--- src/rtl/apa102_out.sv ---
// apa102_out: serialises a shadowed pixel buffer into an APA102 start/LED/end frame SPI stream.
module apa102_out #(
    parameter int LED_CNT = 7,
    parameter int CLK_DIV = 4
) (
    input  logic                   clk,
    input  logic                   rst_n,
    input  logic                   start,
    input  logic [24*LED_CNT-1:0]  data,
    input  logic [4:0]             brightness,
    output logic                   sck,
    output logic                   sda,
    output logic                   busy,
    output logic                   done
);
    localparam int PW = $clog2(2*CLK_DIV);
    localparam int LW = $clog2(LED_CNT+1);
    localparam logic [PW-1:0] PH_LAST = PW'(2*CLK_DIV-1);
    localparam logic [PW-1:0] PH_HI   = PW'(CLK_DIV);
    localparam logic [LW-1:0] LED_LAST = LW'(LED_CNT-1);

    typedef enum logic [1:0] {IDLE, START_FRM, LED_FRM, END_FRM} state_t;

    state_t                 state_q, state_d;
    logic [PW-1:0]          ph_q, ph_d;
    logic [4:0]             cnt_q, cnt_d;
    logic [LW-1:0]          led_q, led_d;
    logic [24*LED_CNT-1:0]  shd_q, shd_d;
    logic [4:0]             br_q, br_d;
    logic                   sck_q, sck_d, sda_q, sda_d, busy_q, busy_d, done_q, done_d;
    logic [31:0]            word;
    logic                   bit_end, frm_end;

    always_comb begin
        word    = state_q == LED_FRM ? {3'b111, br_q, shd_q[24*LED_CNT-1 -: 24]} : {32{state_q == END_FRM}};
        bit_end = ph_q == PH_LAST;
        frm_end = bit_end && cnt_q == 5'd31;
        state_d = state_q;
        ph_d    = ph_q;
        cnt_d   = cnt_q;
        led_d   = led_q;
        shd_d   = shd_q;
        br_d    = br_q;
        sck_d   = 1'b0;
        sda_d   = sda_q;
        busy_d  = busy_q;
        done_d  = 1'b0;
        if (state_q == IDLE) begin
            sda_d  = 1'b0;
            busy_d = 1'b0;
            if (start) begin
                shd_d   = data;
                br_d    = brightness;
                ph_d    = '0;
                cnt_d   = '0;
                led_d   = '0;
                busy_d  = 1'b1;
                state_d = START_FRM;
            end
        end else begin
            ph_d  = bit_end ? '0 : ph_q + 1'b1;
            sck_d = ph_d >= PH_HI;
            if (bit_end) begin
                cnt_d = cnt_q + 5'd1;
                // every frame after the start frame opens with a 1 (LED header or end frame)
                sda_d = frm_end ? 1'b1 : word[5'd30 - cnt_q];
            end
            if (frm_end) begin
                if (state_q == START_FRM) begin
                    state_d = LED_FRM;
                    led_d   = '0;
                end else if (state_q == LED_FRM) begin
                    shd_d   = shd_q << 24;
                    led_d   = led_q + LW'(1);
                    state_d = led_q == LED_LAST ? END_FRM : LED_FRM;
                end else begin
                    state_d = IDLE;
                    busy_d  = 1'b0;
                    done_d  = 1'b1;
                    sda_d   = 1'b0;
                end
            end
        end
    end

    always_ff @(posedge clk or negedge rst_n) begin
        if (!rst_n) begin
            state_q <= IDLE;
            ph_q    <= '0;
            cnt_q   <= '0;
            led_q   <= '0;
            shd_q   <= '0;
            br_q    <= '0;
            sck_q   <= 1'b0;
            sda_q   <= 1'b0;
            busy_q  <= 1'b0;
            done_q  <= 1'b0;
        end else begin
            state_q <= state_d;
            ph_q    <= ph_d;
            cnt_q   <= cnt_d;
            led_q   <= led_d;
            shd_q   <= shd_d;
            br_q    <= br_d;
            sck_q   <= sck_d;
            sda_q   <= sda_d;
            busy_q  <= busy_d;
            done_q  <= done_d;
        end
    end

    assign sck  = sck_q;
    assign sda  = sda_q;
    assign busy = busy_q;
    assign done = done_q;
endmodule

--- config.mk ---
export PLATFORM = sky130hd
export DESIGN_NAME = apa102_out
export DESIGN_NICKNAME = d
export VERILOG_FILES = /design/src/rtl/apa102_out.sv
export SDC_FILE = /design/constraint.sdc
export NUM_CORES = 1
export LEC_CHECK = 0
export CORE_MARGIN = 2
export CORE_UTILIZATION = 57
export CTS_BUF_LIST = sky130_fd_sc_hd__clkbuf_8
export DETAILED_ROUTE_END_ITERATION = 8
export PLACE_DENSITY = 0.87
export SYNTH_ARGS = -nofsm -noshare
export SYNTH_HDL_FRONTEND = slang
export SYNTH_SLANG_ARGS = --single-unit
--- constraint.sdc ---
create_clock -name clk -period 3.6 [get_ports clk]
set_input_delay 1.08 -clock clk [delete_from_list [all_inputs] [get_ports clk]]
set_output_delay 1.08 -clock clk [all_outputs]
set_load 0.05 [all_outputs]
==> key figures, run 1 <==
Run status
  – Status: completed

Clocking
  – Clock Tree Buf Depth: 2
  – Clock latency reported for the late side of the worst-skew pair: 460 ps
  – Setup Fix Bufs, Post-CTS: 0
  – CTS Sinks: 190
  – CTS H-tree depth: 4
  – CTS tree: yes
  – Cts repair resizes: 0
  – Clock-pin slew on the worst setup and hold paths: 90 ps
  – Root buf cell: clkbuf_8
  – CTS Buf Count: 17
  – Hold buffer count at CTS: 0

Global routing
  – Antenna violations before repair: 2
  – First-pass GRT wire length: 32700 um
  – Largest net degree at the start of global routing: 91
  – Global-route congestion overflow total: 0
  – Gr usage total: 25.9%
  – Vias in the first global route: 6376

Routing
  – Post-DRT Antenna Nets: 0
  – Wire per inst: 17.6 um
  – First drt pass iteration count: 5
  – DRC viols: 0
  – WL final: 20400 um
  – DRT iter0 DRCs: 501
  – Vias per cell: 5.55
  – Wire length on met2: 10100 um
  – Routed vias: 6441
  – DR top layer: met4
  – Routed wl met3: 1210 um
  – M1 wire length: 8780 um

Finish
  – Final Cell Area: 11100 um2
  – Layout cells sized above 1: 5.98%
  – Most frequent cells in the layout: dfrtp_1, clkdlybuf4s50_1, nand2_1
  – Area growth syn-to-layout: 26.4%
  – Commonest non-fill, non-tap cell in the layout: dfrtp_1
  – Final #Nets: 1145

Synth
  – Syn Area/Cell: 10.9 um2
  – Synthesis Warnings: 0
  – Number of synthesized register bits: 190
  – Seq/Total Area, Yosys: 54.0%
  – Number of synthesized flops with an enable pin: 0
  – Dominant synthesized flop cell: dfrtp_1
  – Synth Area in Adders: 1.56%
  – Synth Area in Compound Gates: 12.5%
  – Post-Synth XOR/XNOR Area: 0.683%
  – Largest family of logic cells by synthesized area: multiplexers
  – Ys async rst share: 100%
  – Number of distinct library cells after synthesis: 40
  – Simple-Gate Fraction of Synth Area: 8.36%
  – Synthesized area: 8800 um2
  – Syn_nets: 994
  – Mux share of post-synthesis cell area: 19.5%
  – Syn Inst Count: 807

Timing
  – RSZ-0062 raised after global routing: no
  – Worst hold margin: 483 ps
  – Final Hold Fails: 0
  – Fin. max-slew vios: 0
  – Post-Route Setup TNS: 0 ps
  – Worst Tran Pin Value: 988 ps
  – Final setup viols: 0
  – Period utilization: 75.8%
  – Final clock skew: 10.4 ps
  – Min Tclk post-route: 2730 ps
  – Fmax achieved: 366 MHz
  – Slew HR: 34.1%

Placement
  – Dpl cell area: 10700 um2
  – Dpl hpwl: 14900 um
  – RePlAce Congestion: 0.834
  – I/O Buffers: 179

Hold path
  – HP Class: reg2reg

Setup path
  – Critical path's top delay family: buffers and inverters
  – Worst stage delay on the critical path: 820 ps
  – Critical Path AT: 1650 ps
  – Cell Chain, Critical Path: clkdlybuf4s50_1
  – Slowest CP cell: clkdlybuf4s50_1
  – Crit Path Class: reg2out
  – Max Fanout on Critical Path: 2
  – CP Buf/Inv Count: 1
  – CP required: 2520 ps
  – Crit path launch type: flip-flop
  – Nature of the critical path endpoint: primary output

Die
  – Die height: 128 um
  – Core Rows: 45
  – Horiz. Die Dim: 128 um
  – Initial Util: 58.1%
  – I/O pin count: 180
  – DIE AREA: 16400 um2
  – Core area: 15100 um2

Power and ir drop
  – Power Density: 339 nW/um2
  – Max VDD drop: 312 uV
  – Tot Pwr: 3.77 mW
  – Leakage: 4.40 nW

Flow run
  – Max_cap viols: 0
[final cells by class]
| class | count | area [um2] |
|---|---|---|
| antenna | 2 | 5.00 |
| tap | 188 | 235 |
| multi-input combinational | 555 | 3780 |
| fill | 1055 | 4030 |
| sequential | 190 | 4750 |
| inverter | 3 | 11.3 |
| clock buffer | 21 | 289 |
| clock inverter | 10 | 97.6 |
| timing repair buffer | 191 | 1950 |
[stage by stage]
| stage | util, % | worst slack, ps | instances |
|---|---|---|---|
| after floorplan | - | 1410 | 807 |
| after global placement | 70.8 | 770 | 1127 |
| after detailed placement | 70.8 | 745 | 1127 |
| after CTS | 73.4 | 847 | 1158 |
| after global routing | 73.4 | 815 | 1160 |
| final | 73.4 | 870 | 1160 |
[layer usage]
layer | vias up | global-route usage, %
li1 | 3139 | -
met1 | 3111 | 33.6
met2 | 168 | 43.0
met3 | 23 | 7.39
met4 | 0 | 6.72
met5 | - | 0
[synth_stat cells (2+ instances only)]
cell type | instances | share of area [%]
dfrtp_1 | 190 | 54
nand2_1 | 159 | 6.8
mux2i_1 | 148 | 17
o21ai_0 | 137 | 7.8
buf_2 | 28 | 1.6
a22o_1 | 24 | 2.4
clkbuf_1 | 24 | 1.0
o21ai_1 | 20 | 1.1
ha_1 | 11 | 1.6
nor2_1 | 8 | 0.34
mux2_2 | 6 | 0.77
buf_4 | 5 | 0.43
mux4_2 | 5 | 1.3
nand2b_1 | 4 | 0.28
a21oi_1 | 3 | 0.17
inv_1 | 3 | 0.13
xor2_1 | 3 | 0.30
mux4_1 | 2 | 0.60
nand3_1 | 2 | 0.11
nor2b_1 | 2 | 0.14
nor3_1 | 2 | 0.11
o31ai_1 | 2 | 0.17
xnor2_1 | 2 | 0.20
[path summary, 6_finish.rpt]
kind | start | endpoint | slack [ps] | cells past startpoint
worst max-delay path | sda | sda | 870 | 1
worst min-delay path | shd_q[121] | shd_q[121] | 480 | 2
worst max register to register | ph_q[0] | shd_q[101] | 1050 | 8
worst min register to register | shd_q[121] | shd_q[121] | 480 | 2
max in group asynchronous | rst_n | shd_q[127] | 2160 | 2
min in group asynchronous | rst_n | shd_q[143] | 600 | 1
[logic make-up after synthesis]
| kind of cell | count (synthesis) |
|---|---|
| and+or+nand+nor | 184 |
| muxes | 161 |
| xor gates and xnor gates | 6 |
| buffers and inverters | 62 |
| adders and majority gates | 11 |
| DFF | 190 |
| AOI/OAI and AO/OA | 193 |
[report_power, final]
part	internal (mW)	leakage [nW]	total (mW)	switching (mW)
logic	0.172	1.56	0.248	0.0762
clock network	0.675	0.212	1.39	0.714
registers	2.13	2.63	2.13	0
total	2.98	4.40	3.77	0.790
[sequential cells by signal (all words and copies together), names as in the netlist]
name	cells
shd_q	168
br_q	5
cnt_q	5
led_q	3
ph_q	3
state_q	2
busy	1
done	1
sck	1
sda	1
Note: power is estimated with default switching activity, not from simulation.
==> inputs of run 2 (changes only) <==
- CORE_UTILIZATION: 57 -> 53
- PLACE_DENSITY: 0.87 -> 0.82
- clock period: 3.6 -> 2.6 ns (I/O delays scaled with it)
==> key figures, run 2 (same netlist as run 1, synthesis figures left out) <==
Run status
  – Status: completed

Setup path
  – Crit path launch type: flip-flop
  – CP required: 1820 ps (-700 ps)
  – Crit Path Class: reg2out
  – RR Startpoint: cnt_q[1]
  – Slowest CP cell: clkdlybuf4s50_1
  – End of the worst register-to-register path: shd_q[100]
  – Crit path from: sda
  – Crit path capture: sda
  – Cell Chain, Critical Path: clkdlybuf4s50_1
  – Critical path's top delay family: buffers and inverters
  – CP Buf/Inv Count: 1 (unchanged)
  – Critical Path AT: 1660 ps (about the same)
  – FF-to-FF path depth: 9 (+1)
  – FF-to-FF setup slack: 190 ps (-860 ps)
  – Max Fanout on Critical Path: 2 (unchanged)
  – Critical path depth: 1 (unchanged)
  – Worst stage delay on the critical path: 810 ps (about the same)
  – Nature of the critical path endpoint: primary output

Timing
  – Fmax achieved: 410 MHz
  – RSZ-0062 raised after global routing: no
  – Worst Tran Pin Value: 651 ps (-337 ps)
  – Worst hold margin: 299 ps (-185 ps)
  – Final setup viols: 0 (unchanged)
  – Period utilization: 93.9%
  – Min Tclk post-route: 2440 ps
  – Post-Route Setup TNS: 0 ps (unchanged)
  – Final WS setup: 160 ps (-710 ps)
  – Final Hold Fails: 0 (unchanged)
  – Slew HR: 56.6% (+22 points)
  – Fin. max-slew vios: 0 (unchanged)
  – Final clock skew: 15.8 ps (+5.39 ps)

Power and ir drop
  – Comb power frac: 6.7% (about the same)
  – Leakage: 4.44 nW (+1.0%)
  – Int Power: 4.17 mW (+40%)
  – Clock share of power: 38.1% (+1.3 points)
  – Switching pwr: 1.17 mW (+48%)
  – Seq pwr share: 55.3% (-1.3 points)
  – Max VDD drop: 354 uV (+14%)
  – Power Density: 474 nW/um2 (+40%)
  – Sw Ratio: 21.9% (+0.92 points)

Finish
  – Multi-input gate area: 3780 um2 (unchanged)
  – Core Util, Final: 68.7% (-4.7 points)
  – Largest regs: shd_q x168, br_q x5, cnt_q x5
  – Area growth syn-to-layout: 28.1%
  – Register area: 4750 um2 (unchanged)
  – Final Cell Area: 11300 um2 (+1.4%)
  – Filler Cell Count: 1247 (+18%)
  – Final #Nets: 1155 (+0.87%)
  – Diode count: 0 (-2)
  – Most frequent cells in the layout: dfrtp_1, clkdlybuf4s50_1, nand2_1
  – Max reg flops: 168 (unchanged)
  – Layout cells sized above 1: 7.34% (+1.4 points)
  – Commonest non-fill, non-tap cell in the layout: dfrtp_1
  – Most flop-heavy register: shd_q

Hold path
  – HP Class: in2async

Global routing
  – Global-route congestion overflow total: 0 (unchanged)
  – First-pass GRT wire length: 33100 um (+1.2%)
  – Largest net degree at the start of global routing: 92 (+1.1%)
  – Gr usage total: 24.1% (-1.7 points)
  – Antenna violations before repair: 0 (-2)
  – Vias in the first global route: 6454 (+1.2%)

Die
  – DIE AREA: 17600 um2 (+7.3%)
  – I/O pin count: 180 (unchanged)
  – Horiz. Die Dim: 133 um (+3.6%)
  – Die height: 133 um (+3.6%)
  – Initial Util: 53.6% (-4.5 points)
  – Core area: 16400 um2 (+8.3%)
  – Core Rows: 47 (+4.4%)

Clocking
  – Root buf cell: clkbuf_8
  – Cts repair resizes: 0 (unchanged)
  – CTS Buf Count: 17 (unchanged)
  – CTS Sinks: 190 (unchanged)
  – Hold buffer count at CTS: 0 (unchanged)
  – CTS tree: yes
  – Setup Fix Bufs, Post-CTS: 0 (unchanged)
  – Clock-pin slew on the worst setup and hold paths: 100 ps (about the same)
  – Clock Tree Buf Depth: 2 (unchanged)
  – Clock latency reported for the late side of the worst-skew pair: 470 ps (about the same)
  – CTS H-tree depth: 4 (unchanged)

Placement
  – Dpl cell area: 10900 um2 (+1.2%)
  – Pre-CTS WS: 150 ps (-595 ps)
  – Dpl hpwl: 14800 um (-0.52%)
  – I/O Buffers: 179 (unchanged)
  – RePlAce Congestion: 0.791 (-5.2%)

Routing
  – Post-DRT Antenna Nets: 0 (unchanged)
  – Wire per inst: 16.9 um (-3.9%)
  – WL final: 20300 um (-0.46%)
  – First drt pass iteration count: 5 (unchanged)
  – Routed vias: 6358 (-1.3%)
  – Vias per cell: 5.29 (-4.7%)
  – DRC viols: 0 (unchanged)
  – DRT iter0 DRCs: 330 (-34%)

Flow run
  – Max_cap viols: 0 (unchanged)
run 2: changes by cell type in the layout (fill, tap and decap cells not counted):
cell and change:
buf_4 +9, clkbuf_8 -3, inv_1 -3, clkinv_4 +2, clkinvlp_4 +2, diode_2 -2
inv_6 +2, buf_12 +1, bufinv_16 +1
run 2: area by class of cell:
cell class                 instances  area share, %
clock buffer                      18           2.20
tap                              220           2.44
clock inverter                    14           1.48
multi-input combinational        555           33.5
sequential                       190           42.2
inverter                           3         0.0999
timing repair buffer             201           18.1
run 2: stage by stage:
step,power [mW],instances
2_1_floorplan,3.02,807
3_3_place_gp,3.37,1169
3_5_place_dp,3.37,1169
4_1_cts,5.38,1201
5_1_grt,5.50,1201
6_report,5.34,1201
run 2: worst min path at each step:
stage / from / depth (start not counted) / endpoint
after floorplan: shd_q[155] / 2 / shd_q[155]
after global placement: shd_q[156] / 2 / shd_q[156]
after detailed placement: shd_q[146] / 2 / shd_q[146]
after CTS: rst_n / 1 / shd_q[118]
after global routing: rst_n / 1 / shd_q[151]
final: rst_n / 1 / shd_q[151]
run 2: power groups by stage:
stage               Combinational (mW)  Clock (mW)  Sequential (mW)
floorplan                      0.00524           0             3.01
global placement                 0.358           0             3.01
detailed placement               0.359           0             3.01
CTS                              0.361        2.07             2.95
global route                     0.384        2.17             2.95
finish                           0.355        2.03             2.95
run 2: per-layer routing:
layer	global-route usage, %	wire (um)	share of wire [%]
met2	39.1	9900	49
met4	8.18	412	2.0
met1	31.7	8890	44
met3	6.44	1130	5.5
met5	0	0	0
